**config.mk**
```make
export PLATFORM = sky130hd
export DESIGN_NAME = hazard_control_unit_flat
export DESIGN_NICKNAME = d
export VERILOG_FILES = /design/src/rtl/hazard_control_unit_if.sv /design/src/rtl/hazard_control_unit.sv /design/src/flat_wrapper.sv
export SDC_FILE = /design/constraint.sdc
export NUM_CORES = 1
export LEC_CHECK = 0
export CORE_ASPECT_RATIO = 1.4
export CORE_MARGIN = 2
export CORE_UTILIZATION = 30
export DETAILED_ROUTE_END_ITERATION = 16
export GPL_TIMING_DRIVEN = 0
export HOLD_SLACK_MARGIN = 0.03
export PLACE_DENSITY = 0.56
export SLEW_MARGIN = 15
export SYNTH_ARGS = -nofsm -noshare
export SYNTH_HDL_FRONTEND = slang
export SYNTH_SLANG_ARGS = --single-unit
```
**constraint.sdc**
```tcl
create_clock -name clk -period 5.4 [get_ports clk]
set_input_delay 0.54 -clock clk [delete_from_list [all_inputs] [get_ports clk]]
set_output_delay 0.54 -clock clk [all_outputs]
set_load 0.01 [all_outputs]
```
**src/rtl/hazard_control_unit_if.sv**
```systemverilog
// Pipeline-side hazard bus: hazard inputs from ID/EX/MEM/WB and the control,
// forwarding and status outputs back to the pipeline registers and PC.
interface hazard_control_unit_if #(
    parameter int unsigned CNT_W = 32
);
    localparam int unsigned REG_W = 5;

    // ID stage
    logic [REG_W-1:0] id_rs1;
    logic [REG_W-1:0] id_rs2;
    logic             id_uses_rs1;
    logic             id_uses_rs2;
    // EX stage
    logic [REG_W-1:0] ex_rs1;
    logic [REG_W-1:0] ex_rs2;
    logic [REG_W-1:0] ex_rd;
    logic             ex_mem_read;
    logic             ex_branch;
    logic             ex_zero;
    logic             ex_jump;
    // MEM stage
    logic [REG_W-1:0] mem_rd;
    logic             mem_reg_write;
    logic             mem_access;
    logic             dmem_ready;
    // WB stage
    logic [REG_W-1:0] wb_rd;
    logic             wb_reg_write;

    // Pipeline control
    logic             pc_write;
    logic             pc_sel;
    logic             if_id_write;
    logic             if_id_flush;
    logic             id_ex_flush;
    logic             global_stall;
    logic             mem_abort;
    logic             mem_fault;
    logic [1:0]       fwd_a;
    logic [1:0]       fwd_b;
    logic             state_o;
    logic [CNT_W-1:0] stall_cycles;
    logic [CNT_W-1:0] flush_count;

    modport master (
        output id_rs1, id_rs2, id_uses_rs1, id_uses_rs2,
        output ex_rs1, ex_rs2, ex_rd, ex_mem_read, ex_branch, ex_zero, ex_jump,
        output mem_rd, mem_reg_write, mem_access, dmem_ready,
        output wb_rd, wb_reg_write,
        input  pc_write, pc_sel, if_id_write, if_id_flush, id_ex_flush,
        input  global_stall, mem_abort, mem_fault, fwd_a, fwd_b, state_o,
        input  stall_cycles, flush_count
    );

    modport slave (
        input  id_rs1, id_rs2, id_uses_rs1, id_uses_rs2,
        input  ex_rs1, ex_rs2, ex_rd, ex_mem_read, ex_branch, ex_zero, ex_jump,
        input  mem_rd, mem_reg_write, mem_access, dmem_ready,
        input  wb_rd, wb_reg_write,
        output pc_write, pc_sel, if_id_write, if_id_flush, id_ex_flush,
        output global_stall, mem_abort, mem_fault, fwd_a, fwd_b, state_o,
        output stall_cycles, flush_count
    );
endinterface

```
**src/rtl/hazard_control_unit.sv**
```systemverilog
// Hazard control for a 5-stage RISC-V pipeline: forwarding, load-use stall,
// branch/jump flush, data-memory freeze with timeout, perf counters.
module hazard_control_unit #(
    parameter int unsigned MEM_TIMEOUT = 16,
    parameter int unsigned CNT_W       = 32
) (
    input logic                  clk,
    input logic                  rst_n,
    hazard_control_unit_if.slave io_hcu
);
    localparam int unsigned REG_W  = 5;
    localparam int unsigned WAIT_W = $clog2(MEM_TIMEOUT + 1);

    localparam logic [0:0] ST_RUN      = 1'b0;
    localparam logic [0:0] ST_MEM_WAIT = 1'b1;

    logic [0:0]        r_state;
    logic [0:0]        w_state_nxt;
    logic [WAIT_W-1:0] r_wait_cnt;
    logic [WAIT_W-1:0] w_wait_cnt_nxt;
    logic              r_mem_fault;
    logic              w_mem_fault_nxt;
    logic [CNT_W-1:0]  r_stall_cycles;
    logic [CNT_W-1:0]  r_flush_count;

    logic w_mem_busy;
    logic w_take;
    logic w_hit_rs1;
    logic w_hit_rs2;
    logic w_load_use;
    logic w_timeout;
    logic w_freeze;
    logic w_flush;
    logic w_lu_stall;

    logic w_pc_write;
    logic w_pc_sel;
    logic w_if_id_write;
    logic w_if_id_flush;
    logic w_id_ex_flush;
    logic w_global_stall;

    // Forwarding source: MEM result is newer than WB, x0 is hardwired zero
    function automatic logic [1:0] fwd_sel(
        input logic [REG_W-1:0] rs,
        input logic [REG_W-1:0] mem_rd,
        input logic             mem_we,
        input logic [REG_W-1:0] wb_rd,
        input logic             wb_we
    );
        if (mem_we && (mem_rd != '0) && (mem_rd == rs)) begin
            return 2'b10;
        end else if (wb_we && (wb_rd != '0) && (wb_rd == rs)) begin
            return 2'b01;
        end
        return 2'b00;
    endfunction

    assign w_mem_busy = io_hcu.mem_access & ~io_hcu.dmem_ready;
    assign w_take     = (io_hcu.ex_branch & io_hcu.ex_zero) | io_hcu.ex_jump;
    assign w_hit_rs1  = io_hcu.id_uses_rs1 & (io_hcu.id_rs1 == io_hcu.ex_rd);
    assign w_hit_rs2  = io_hcu.id_uses_rs2 & (io_hcu.id_rs2 == io_hcu.ex_rd);
    assign w_load_use = io_hcu.ex_mem_read & (io_hcu.ex_rd != '0) & (w_hit_rs1 | w_hit_rs2);

    // State register
    always_ff @(posedge clk) begin
        if (!rst_n) begin
            r_state     <= ST_RUN;
            r_wait_cnt  <= '0;
            r_mem_fault <= 1'b0;
        end else begin
            r_state     <= w_state_nxt;
            r_wait_cnt  <= w_wait_cnt_nxt;
            r_mem_fault <= w_mem_fault_nxt;
        end
    end

    // Next state and pipeline control; freeze outranks flush outranks load-use
    always_comb begin
        w_state_nxt     = r_state;
        w_wait_cnt_nxt  = r_wait_cnt;
        w_mem_fault_nxt = 1'b0;
        w_timeout       = 1'b0;
        w_freeze        = 1'b0;
        w_flush         = 1'b0;
        w_lu_stall      = 1'b0;
        w_pc_write      = 1'b1;
        w_pc_sel        = 1'b0;
        w_if_id_write   = 1'b1;
        w_if_id_flush   = 1'b0;
        w_id_ex_flush   = 1'b0;
        w_global_stall  = 1'b0;

        case (r_state)
            ST_RUN: begin
                if (w_mem_busy) begin
                    w_state_nxt    = ST_MEM_WAIT;
                    w_wait_cnt_nxt = WAIT_W'(1);
                end
            end
            ST_MEM_WAIT: begin
                // Ready, or access withdrawn: leave the wait without a fault
                if (!w_mem_busy) begin
                    w_state_nxt    = ST_RUN;
                    w_wait_cnt_nxt = '0;
                end else if (r_wait_cnt == WAIT_W'(MEM_TIMEOUT)) begin
                    w_timeout       = 1'b1;
                    w_mem_fault_nxt = 1'b1;
                    w_state_nxt     = ST_RUN;
                    w_wait_cnt_nxt  = '0;
                end else begin
                    w_wait_cnt_nxt = r_wait_cnt + WAIT_W'(1);
                end
            end
            default: begin
                w_state_nxt    = ST_RUN;
                w_wait_cnt_nxt = '0;
            end
        endcase

        w_freeze = w_mem_busy & ~w_timeout;

        if (w_freeze) begin
            w_global_stall = 1'b1;
            w_pc_write     = 1'b0;
            w_if_id_write  = 1'b0;
        end else if (w_take) begin
            w_flush       = 1'b1;
            w_pc_sel      = 1'b1;
            w_if_id_flush = 1'b1;
            w_id_ex_flush = 1'b1;
        end else if (w_load_use) begin
            w_lu_stall    = 1'b1;
            w_pc_write    = 1'b0;
            w_if_id_write = 1'b0;
            w_id_ex_flush = 1'b1;
        end
    end

    // Saturating performance counters
    always_ff @(posedge clk) begin
        if (!rst_n) begin
            r_stall_cycles <= '0;
            r_flush_count  <= '0;
        end else begin
            if ((w_global_stall | w_lu_stall) && (r_stall_cycles != '1)) begin
                r_stall_cycles <= r_stall_cycles + CNT_W'(1);
            end
            if (w_flush && (r_flush_count != '1)) begin
                r_flush_count <= r_flush_count + CNT_W'(1);
            end
        end
    end

    assign io_hcu.fwd_a        = fwd_sel(io_hcu.ex_rs1, io_hcu.mem_rd, io_hcu.mem_reg_write,
                                         io_hcu.wb_rd, io_hcu.wb_reg_write);
    assign io_hcu.fwd_b        = fwd_sel(io_hcu.ex_rs2, io_hcu.mem_rd, io_hcu.mem_reg_write,
                                         io_hcu.wb_rd, io_hcu.wb_reg_write);
    assign io_hcu.pc_write     = w_pc_write;
    assign io_hcu.pc_sel       = w_pc_sel;
    assign io_hcu.if_id_write  = w_if_id_write;
    assign io_hcu.if_id_flush  = w_if_id_flush;
    assign io_hcu.id_ex_flush  = w_id_ex_flush;
    assign io_hcu.global_stall = w_global_stall;
    assign io_hcu.mem_abort    = w_timeout;
    assign io_hcu.mem_fault    = r_mem_fault;
    assign io_hcu.state_o      = r_state;
    assign io_hcu.stall_cycles = r_stall_cycles;
    assign io_hcu.flush_count  = r_flush_count;

endmodule

```
**src/flat_wrapper.sv**
```systemverilog
// flat-port wrapper written by rule: the top's interface ports become plain ports
module hazard_control_unit_flat 
#(
    parameter int unsigned MEM_TIMEOUT = 16,
    parameter int unsigned CNT_W       = 32
)
  (clk, rst_n, io_hcu_id_rs1, io_hcu_id_rs2, io_hcu_id_uses_rs1, io_hcu_id_uses_rs2, io_hcu_ex_rs1, io_hcu_ex_rs2, io_hcu_ex_rd, io_hcu_ex_mem_read, io_hcu_ex_branch, io_hcu_ex_zero, io_hcu_ex_jump, io_hcu_mem_rd, io_hcu_mem_reg_write, io_hcu_mem_access, io_hcu_dmem_ready, io_hcu_wb_rd, io_hcu_wb_reg_write, io_hcu_pc_write, io_hcu_pc_sel, io_hcu_if_id_write, io_hcu_if_id_flush, io_hcu_id_ex_flush, io_hcu_global_stall, io_hcu_mem_abort, io_hcu_mem_fault, io_hcu_fwd_a, io_hcu_fwd_b, io_hcu_state_o, io_hcu_stall_cycles, io_hcu_flush_count);
  hazard_control_unit_if #(.CNT_W(CNT_W)) io_hcu_i ();
  input logic clk;
  input logic rst_n;
  input wire logic [$bits(io_hcu_i.id_rs1)-1:0] io_hcu_id_rs1;
  input wire logic [$bits(io_hcu_i.id_rs2)-1:0] io_hcu_id_rs2;
  input wire logic [$bits(io_hcu_i.id_uses_rs1)-1:0] io_hcu_id_uses_rs1;
  input wire logic [$bits(io_hcu_i.id_uses_rs2)-1:0] io_hcu_id_uses_rs2;
  input wire logic [$bits(io_hcu_i.ex_rs1)-1:0] io_hcu_ex_rs1;
  input wire logic [$bits(io_hcu_i.ex_rs2)-1:0] io_hcu_ex_rs2;
  input wire logic [$bits(io_hcu_i.ex_rd)-1:0] io_hcu_ex_rd;
  input wire logic [$bits(io_hcu_i.ex_mem_read)-1:0] io_hcu_ex_mem_read;
  input wire logic [$bits(io_hcu_i.ex_branch)-1:0] io_hcu_ex_branch;
  input wire logic [$bits(io_hcu_i.ex_zero)-1:0] io_hcu_ex_zero;
  input wire logic [$bits(io_hcu_i.ex_jump)-1:0] io_hcu_ex_jump;
  input wire logic [$bits(io_hcu_i.mem_rd)-1:0] io_hcu_mem_rd;
  input wire logic [$bits(io_hcu_i.mem_reg_write)-1:0] io_hcu_mem_reg_write;
  input wire logic [$bits(io_hcu_i.mem_access)-1:0] io_hcu_mem_access;
  input wire logic [$bits(io_hcu_i.dmem_ready)-1:0] io_hcu_dmem_ready;
  input wire logic [$bits(io_hcu_i.wb_rd)-1:0] io_hcu_wb_rd;
  input wire logic [$bits(io_hcu_i.wb_reg_write)-1:0] io_hcu_wb_reg_write;
  output wire logic [$bits(io_hcu_i.pc_write)-1:0] io_hcu_pc_write;
  output wire logic [$bits(io_hcu_i.pc_sel)-1:0] io_hcu_pc_sel;
  output wire logic [$bits(io_hcu_i.if_id_write)-1:0] io_hcu_if_id_write;
  output wire logic [$bits(io_hcu_i.if_id_flush)-1:0] io_hcu_if_id_flush;
  output wire logic [$bits(io_hcu_i.id_ex_flush)-1:0] io_hcu_id_ex_flush;
  output wire logic [$bits(io_hcu_i.global_stall)-1:0] io_hcu_global_stall;
  output wire logic [$bits(io_hcu_i.mem_abort)-1:0] io_hcu_mem_abort;
  output wire logic [$bits(io_hcu_i.mem_fault)-1:0] io_hcu_mem_fault;
  output wire logic [$bits(io_hcu_i.fwd_a)-1:0] io_hcu_fwd_a;
  output wire logic [$bits(io_hcu_i.fwd_b)-1:0] io_hcu_fwd_b;
  output wire logic [$bits(io_hcu_i.state_o)-1:0] io_hcu_state_o;
  output wire logic [$bits(io_hcu_i.stall_cycles)-1:0] io_hcu_stall_cycles;
  output wire logic [$bits(io_hcu_i.flush_count)-1:0] io_hcu_flush_count;
  assign io_hcu_i.id_rs1 = io_hcu_id_rs1;
  assign io_hcu_i.id_rs2 = io_hcu_id_rs2;
  assign io_hcu_i.id_uses_rs1 = io_hcu_id_uses_rs1;
  assign io_hcu_i.id_uses_rs2 = io_hcu_id_uses_rs2;
  assign io_hcu_i.ex_rs1 = io_hcu_ex_rs1;
  assign io_hcu_i.ex_rs2 = io_hcu_ex_rs2;
  assign io_hcu_i.ex_rd = io_hcu_ex_rd;
  assign io_hcu_i.ex_mem_read = io_hcu_ex_mem_read;
  assign io_hcu_i.ex_branch = io_hcu_ex_branch;
  assign io_hcu_i.ex_zero = io_hcu_ex_zero;
  assign io_hcu_i.ex_jump = io_hcu_ex_jump;
  assign io_hcu_i.mem_rd = io_hcu_mem_rd;
  assign io_hcu_i.mem_reg_write = io_hcu_mem_reg_write;
  assign io_hcu_i.mem_access = io_hcu_mem_access;
  assign io_hcu_i.dmem_ready = io_hcu_dmem_ready;
  assign io_hcu_i.wb_rd = io_hcu_wb_rd;
  assign io_hcu_i.wb_reg_write = io_hcu_wb_reg_write;
  assign io_hcu_pc_write = io_hcu_i.pc_write;
  assign io_hcu_pc_sel = io_hcu_i.pc_sel;
  assign io_hcu_if_id_write = io_hcu_i.if_id_write;
  assign io_hcu_if_id_flush = io_hcu_i.if_id_flush;
  assign io_hcu_id_ex_flush = io_hcu_i.id_ex_flush;
  assign io_hcu_global_stall = io_hcu_i.global_stall;
  assign io_hcu_mem_abort = io_hcu_i.mem_abort;
  assign io_hcu_mem_fault = io_hcu_i.mem_fault;
  assign io_hcu_fwd_a = io_hcu_i.fwd_a;
  assign io_hcu_fwd_b = io_hcu_i.fwd_b;
  assign io_hcu_state_o = io_hcu_i.state_o;
  assign io_hcu_stall_cycles = io_hcu_i.stall_cycles;
  assign io_hcu_flush_count = io_hcu_i.flush_count;
  hazard_control_unit #(.MEM_TIMEOUT(MEM_TIMEOUT), .CNT_W(CNT_W)) u_core (.clk(clk), .rst_n(rst_n), .io_hcu(io_hcu_i));
endmodule
```
# Word-level counts from Yosys, hierarchy flattened
# Cells that the tools add are included.
[word_totals] ff_bits=71 latch_bits=0 ram_bits=0 romBits=0 inputBits=47 elab_cells=74 mem_count=0
[classes] n_addsub=3 mul=0 n_div=0 order_cmp=0 eq_ne=10 shifts=0 muxes=32 bitwise_logic=13 reduce_logical=11
[op_table] operator="adder 32 x 1 -> 32 bit (second input constant)" count=2
[op_table] operator="!= test 32 bit (second input constant)" count=2
[op_table] operator="equality test 5 bit" count=6
[op_table] operator="2-to-1 mux 1 bit" count=21
[op_table] operator="2-to-1 mux 5 bit" count=3
[op_table] operator="nonzero test 5 bit" count=3
[op_table] operator="2-to-1 mux 2 bit" count=6
[op_table] operator="one-hot mux 5 bit (2 select lines)" count=1
[op_table] operator="logical AND 1 bit" count=8
[op_table] operator="AND 1 bit" count=7
[op_table] operator="adder 5 x 1 -> 5 bit (second input constant)" count=1
[op_table] operator="equality test 5 bit (second input constant)" count=1
[op_table] operator="inverter 1 bit" count=3
[op_table] operator="bitwise OR 1 bit" count=3
[op_table] operator="!= test 2 x 1 -> 1 bit (second input constant)" count=1
[op_table] operator="one-hot mux 1 bit (2 select lines)" count=1

# Logic depth before layout (Yosys ltp)
# Gate-level depths: netlist (run 1).
[depth] depth_word=9 mapped_depth=11 depth_no_buf=9

# Worst setup path after synthesis (run 1)
# OpenSTA, ideal clock, no wires.
[synth_timing] kind="flip-flop to flip-flop" start="register u_core.r_wait_cnt[0]" end="register u_core.r_stall_cycles[23], in the netlist u_core.io_hcu.stall_cycles[23]" setup_ns=0.070 arrival_time_ns=2.381 required_ns=5.330 slack_ns=2.948 stages_incl_launch_ff=11 n_path_buf=1 synth_period_minus_slack_ns=2.452 cell_sequence="dfxtp_1 > inv_1 > ha_1 > and4bb_4 > a21oi_4 > nor2_2 > a41o_2 > or2_1 > buf_2 > or4_1 > a21oi_1"
[synth_between] elab_chain_cells=9 elab_cells_between_ends=10 cone_classes="1 x eq/ne; 5 x mux; 3 x bitwise; 1 x reduce/logical"
[synth_rtl] element="from (decl)" line="hazard_control_unit.sv:19" source="logic [WAIT_W-1:0] r_wait_cnt;"
[synth_rtl] element="from (signal assigned)" line="hazard_control_unit.sv:73" source="r_wait_cnt <= w_wait_cnt_nxt;"
[synth_rtl] element="equality test 5 bit" line="hazard_control_unit.sv:106" source="end else if (r_wait_cnt == WAIT_W'(MEM_TIMEOUT)) begin"
[synth_rtl] element="2-to-1 mux 1 bit" line="hazard_control_unit.sv:106"
[synth_rtl] element="2-to-1 mux 1 bit" line="hazard_control_unit.sv:103" source="if (!w_mem_busy) begin"
[synth_rtl] element="2-to-1 mux 1 bit" line="hazard_control_unit.sv:94" source="case (r_state)"
[synth_rtl] element="inverter 1 bit" line="hazard_control_unit.sv:121" source="w_freeze = w_mem_busy & ~w_timeout;"
[synth_rtl] element="AND 1 bit" line="hazard_control_unit.sv:121"
[synth_rtl] element="2-to-1 mux 1 bit" line="hazard_control_unit.sv:123" source="if (w_freeze) begin"
[synth_rtl] element="named net io_hcu_global_stall" line="flat_wrapper.sv:33" source="output wire logic [$bits(io_hcu_i.global_stall)-1:0] io_hcu_global_stall;"
[synth_rtl] element="bitwise OR 1 bit" line="hazard_control_unit.sv:146" source="if ((w_global_stall | w_lu_stall) && (r_stall_cycles != '1)) begin"
[synth_rtl] element="logical AND 1 bit" line="hazard_control_unit.sv:146"
[synth_rtl] element="to (signal assigned)" line="hazard_control_unit.sv:147" source="r_stall_cycles <= r_stall_cycles + CNT_W'(1);"
[synth_rtl] element="to (decl)" line="hazard_control_unit.sv:23" source="logic [CNT_W-1:0] r_stall_cycles;"
# The timed path passes the listed nets, and every way through them passes these cells.
# A chain may end at the register's enable or synchronous reset.

# Worst setup path in the final report (run 1)
[layout_timing] start="input io_hcu_ex_rd[2]" end="output io_hcu_pc_write"
[layout_between] elab_chain_cells=7 elab_cells_between_ends=11 cone_classes="2 x eq/ne; 3 x mux; 5 x bitwise; 1 x reduce/logical"
[layout_rtl] element="from (decl)" line="flat_wrapper.sv:17" source="input wire logic [$bits(io_hcu_i.ex_rd)-1:0] io_hcu_ex_rd;"
[layout_rtl] element="equality test 5 bit (on tied branches)" line="hazard_control_unit.sv:61, hazard_control_unit.sv:62"
[layout_rtl] element="AND 1 bit (on tied branches)" line="hazard_control_unit.sv:61, hazard_control_unit.sv:62"
[layout_rtl] element="bitwise OR 1 bit" line="hazard_control_unit.sv:63" source="assign w_load_use = io_hcu.ex_mem_read & (io_hcu.ex_rd != '0) & (w_hit_rs1 | w_hit_rs2);"
[layout_rtl] element="AND 1 bit (*)" line="hazard_control_unit.sv:63"
[layout_rtl] element="2-to-1 mux 1 bit (*)" line="hazard_control_unit.sv:132" source="end else if (w_load_use) begin"
[layout_rtl] element="2-to-1 mux 1 bit (*)" line="hazard_control_unit.sv:127" source="end else if (w_take) begin"
[layout_rtl] element="2-to-1 mux 1 bit (*)" line="hazard_control_unit.sv:123"
[layout_rtl] element="to (decl)" line="flat_wrapper.sv:28" source="output wire logic [$bits(io_hcu_i.pc_write)-1:0] io_hcu_pc_write;"
# Every way passes the cells marked *; elsewhere a longest branch is shown, timed or not.

==> flow_metrics.env, run 1 <==
export IMPL_num_vias=3895
export IMPL_ant_nets=0
export IMPL_hold_path_class="reg2reg"
export IMPL_critPathArrivalTime_ns=3.01
export IMPL_synth_compound_gate_area_share_pct=11.0
export IMPL_fmax_ghz=0.281
export IMPL_cts_tree="done"
export IMPL_totalNegativeSetupSlack_ns=0
export IMPL_crit_fanout=4
export IMPL_h_tree_depth=3
export IMPL_cts_setup_buffers=0
export IMPL_vdd_drop_max_v=0.000139
export IMPL_fin_skew_ns=0.00615
export IMPL_remaining_drc_errors=0
export IMPL_grt_pass1_wl_um=18800
export IMPL_hold_viol_final=0
export IMPL_syn_to_final_growth_pct=44.2
export IMPL_io_pins=124
export IMPL_io_buffers=123
export IMPL_drt_iter0_drc=106
export IMPL_min_period_ns=3.55
export IMPL_start_util_pct=30.4
export IMPL_drt_wl_total_um=11700
export IMPL_avgViaCountPerCell=5.17
export IMPL_min_from="u_core.io_hcu.stall_cycles[27]$_SDFFE_PN0P_"
export IMPL_final_cell_mix="123 x clkdlybuf4s50_1, 71 x dfxtp_1, 50 x nor2_1"
export IMPL_tightest_slew_ns=0.699
export IMPL_yosys_area_share_simple_pct=30.9
export IMPL_grt_pass1_vias=3805
export IMPL_mostFrequentLayoutCell="clkdlybuf4s50_1"
export IMPL_finalWorstSetupSlack_ns=1.85
export IMPL_die_area_um2=13800
export IMPL_postSynthAreaPerCell_um2=8.34
export IMPL_rsz0062_at_grt="no"
export IMPL_grt_use_total_pct=16.9
export IMPL_ys_ff_latch=71
export IMPL_post_cts_resized=0
export IMPL_synthXorXnorAreaFrac_pct=14.1
export IMPL_gp_congestion=0.840
export IMPL_holdBufCountCts=0
export IMPL_path_class="in2out"
export IMPL_post_route_period_util_pct=65.8
export IMPL_fin_nets=648
export IMPL_setup_viol=0
export IMPL_ys_flop_type="dfxtp_1"
export IMPL_antenna_found_initial=0
export IMPL_cts_buffers=9
export IMPL_stdcell_area_um2=5570
export IMPL_slew_headroom_pct=53.0
export IMPL_run_status="completed"
export IMPL_synth_top_family_by_area="simple AND/OR/NAND/NOR gates"
export IMPL_r2r_start="u_core.r_wait_cnt[0]$_SDFFE_PN0P_"
export IMPL_place_area_um2=5280
export IMPL_dp_hpwl_um=8930
export IMPL_rrSetupSlack_ns=2.62
export IMPL_slew_viol_final=0
export IMPL_row_count=49
export IMPL_worstRegToRegCells=11
export IMPL_die_w_um=99.9
export IMPL_root_buffer="clkbuf_16"
export IMPL_dp_slack_ns=1.83
export IMPL_grt_max_degree=11
export IMPL_synthesis_nets=514
export IMPL_drv_cap=0
export IMPL_required_ns=4.86
export IMPL_startpoint_type="input port"
export IMPL_critPathCaptureType="output pin"
export IMPL_synthMuxAreaShare_pct=3.11
export IMPL_holdPathEnd="u_core.io_hcu.stall_cycles[27]$_SDFFE_PN0P_"
export IMPL_clockBufferDepth=2
export IMPL_die_y_um=138
export IMPL_synthAdderAreaFrac_pct=1.30
export IMPL_insertion_delay_ns=0.33
export IMPL_r2r_end="u_core.io_hcu.stall_cycles[17]$_SDFFE_PN0P_"
export IMPL_core_area_um2=12700
export IMPL_antenna_cells=0
export IMPL_drive_gt1_share_pct=4.33
export IMPL_seq_area_frac_synth_pct=36.8
export IMPL_hold_depth=2
export IMPL_grt_overflow=0
export IMPL_dr_pass1_iters=5
export IMPL_synth_cell_types=49
export IMPL_clkTransAtPathRegs_ns=0.05
export IMPL_synthArstFlopShare_pct=0
export IMPL_synth_cells=463
export IMPL_synth_edf_count=0
export IMPL_syn_area_um2=3860
export IMPL_leakage_nw=1.88
export IMPL_fin_hold_ws_ns=0.485
export IMPL_power_density_cell_area_nw_per_um2=220
export IMPL_routedWlPerCell_um=15.6
export IMPL_yosys_warnings=0
export IMPL_clock_sinks=71
## registers in the layout, summed over array words and instances (netlist names)
name                        cells
u_core.io_hcu.flush_count      32
u_core.io_hcu.stall_cycles     32
u_core.r_wait_cnt               5
u_core.io_hcu.mem_fault         1
u_core.io_hcu.state_o           1
## area by class of cell
class	count	area, um^2
Inverter	10	37.5
Tap cell	153	191
Multi-Input combinational cell	367	2330
Timing Repair Buffer	123	1230
Clock buffer	14	284
Fill cell	1257	7120
Buffer	15	70.1
Sequential cell	71	1420
## power breakdown
part	internal [mW]	leakage (nW)	switching (mW)
Combinational	0.0671	1.16	0.0609
Clock	0.356	0.141	0.209
Sequential	0.528	0.572	0.00534
## stage by stage
stage / instances / utilization [%] / total power, mW
2_1_floorplan: 463 / - / 0.600
3_3_place_gp: 739 / 41.6 / 0.671
3_5_place_dp: 739 / 41.6 / 0.672
4_1_cts: 753 / 43.9 / 1.24
5_1_grt: 753 / 43.9 / 1.27
6_report: 753 / 43.9 / 1.23
## worst max path at each step
| stage | from | to | slack, ns | depth (start not counted) |
|---|---|---|---|---|
| floorplan | u_core.r_wait_cnt[0]$_SDFFE_PN0P_ | u_core.io_hcu.stall_cycles[23]$_SDFFE_PN0P_ | 2.95 | 10 |
| global placement | io_hcu_ex_rd[1] | io_hcu_pc_write | 1.80 | 6 |
| detailed placement | io_hcu_ex_rd[2] | io_hcu_pc_write | 1.83 | 6 |
| CTS | io_hcu_ex_rd[2] | io_hcu_pc_write | 1.81 | 6 |
| global route | io_hcu_ex_rd[1] | io_hcu_pc_write | 1.73 | 6 |
| finish | io_hcu_ex_rd[2] | io_hcu_pc_write | 1.85 | 6 |
## cell families (layout without fill, tap and decap cells)
logic type,count (synthesis),count (layout)
flops,71,71
fa+ha+maj,4,4
simple gates,223,223
compound gates,66,66
mux,12,12
buf+inv,25,162
xor+xnor,62,62
## critical path: stages
cell	delay [ns]
clkdlybuf4s50_1	0.48
or4_1	0.53
o21a_1	0.23
a31oi_1	0.51
buf_4	0.20
clkdlybuf4s50_1	0.52
## metal layers
layer / global-route usage, % / wire, um / vias to the layer above
met1: 20.2 / 4950 / 1839
met3: 2.93 / 594 / 19
met2: 29.6 / 5930 / 100
li1: - / - / 1937
met5: 0 / 0 / -
met4: 6.99 / 263 / 0
## synth_stat cells (all sizes together), types with 3 or more instances
master  count  area [um^2]
o22ai       4         25.0
nor4       10         77.6
a21oi      22          121
nand2b     12         75.1
nand3      31          155
mux2i      12          120
buf         6         36.3
clkbuf      9         33.8
nor3b       3         22.5
nand4      20          125
nor2b       3         18.8
and3       12         75.1
o21ai      16         80.1
o31ai       3         22.5
nand2      37          139
xnor2      29          254
dfxtp      71         1420
and4        8         70.1
nor2       51          194
ha          4         50.1
xor2       33          289
or3        10         62.6
or4         8         60.1
inv        10         37.5
o21a        5         37.5
nor3       12         60.1
Note: power is estimated with default switching activity, not from simulation.
==> run 2: changes to the inputs <==
==> constraint.sdc (replaced) <==
create_clock -name clk -period 3.5 [get_ports clk]
set_input_delay 0.35 -clock clk [delete_from_list [all_inputs] [get_ports clk]]
set_output_delay 0.35 -clock clk [all_outputs]
set_load 0.01 [all_outputs]
==> results of run 2 <==
Same layout as run 1 (identical final DEF). Status: completed.
Main changes from that run: setup slack after placement 1.83 ns -> 0.313 ns; setup slack after layout 1.85 ns -> 0.327 ns; register-to-register setup slack 2.62 ns -> 0.72 ns; total power 1.23 mW -> 1.89 mW; worst IR drop on VDD 0.000139 V -> 0.000215 V
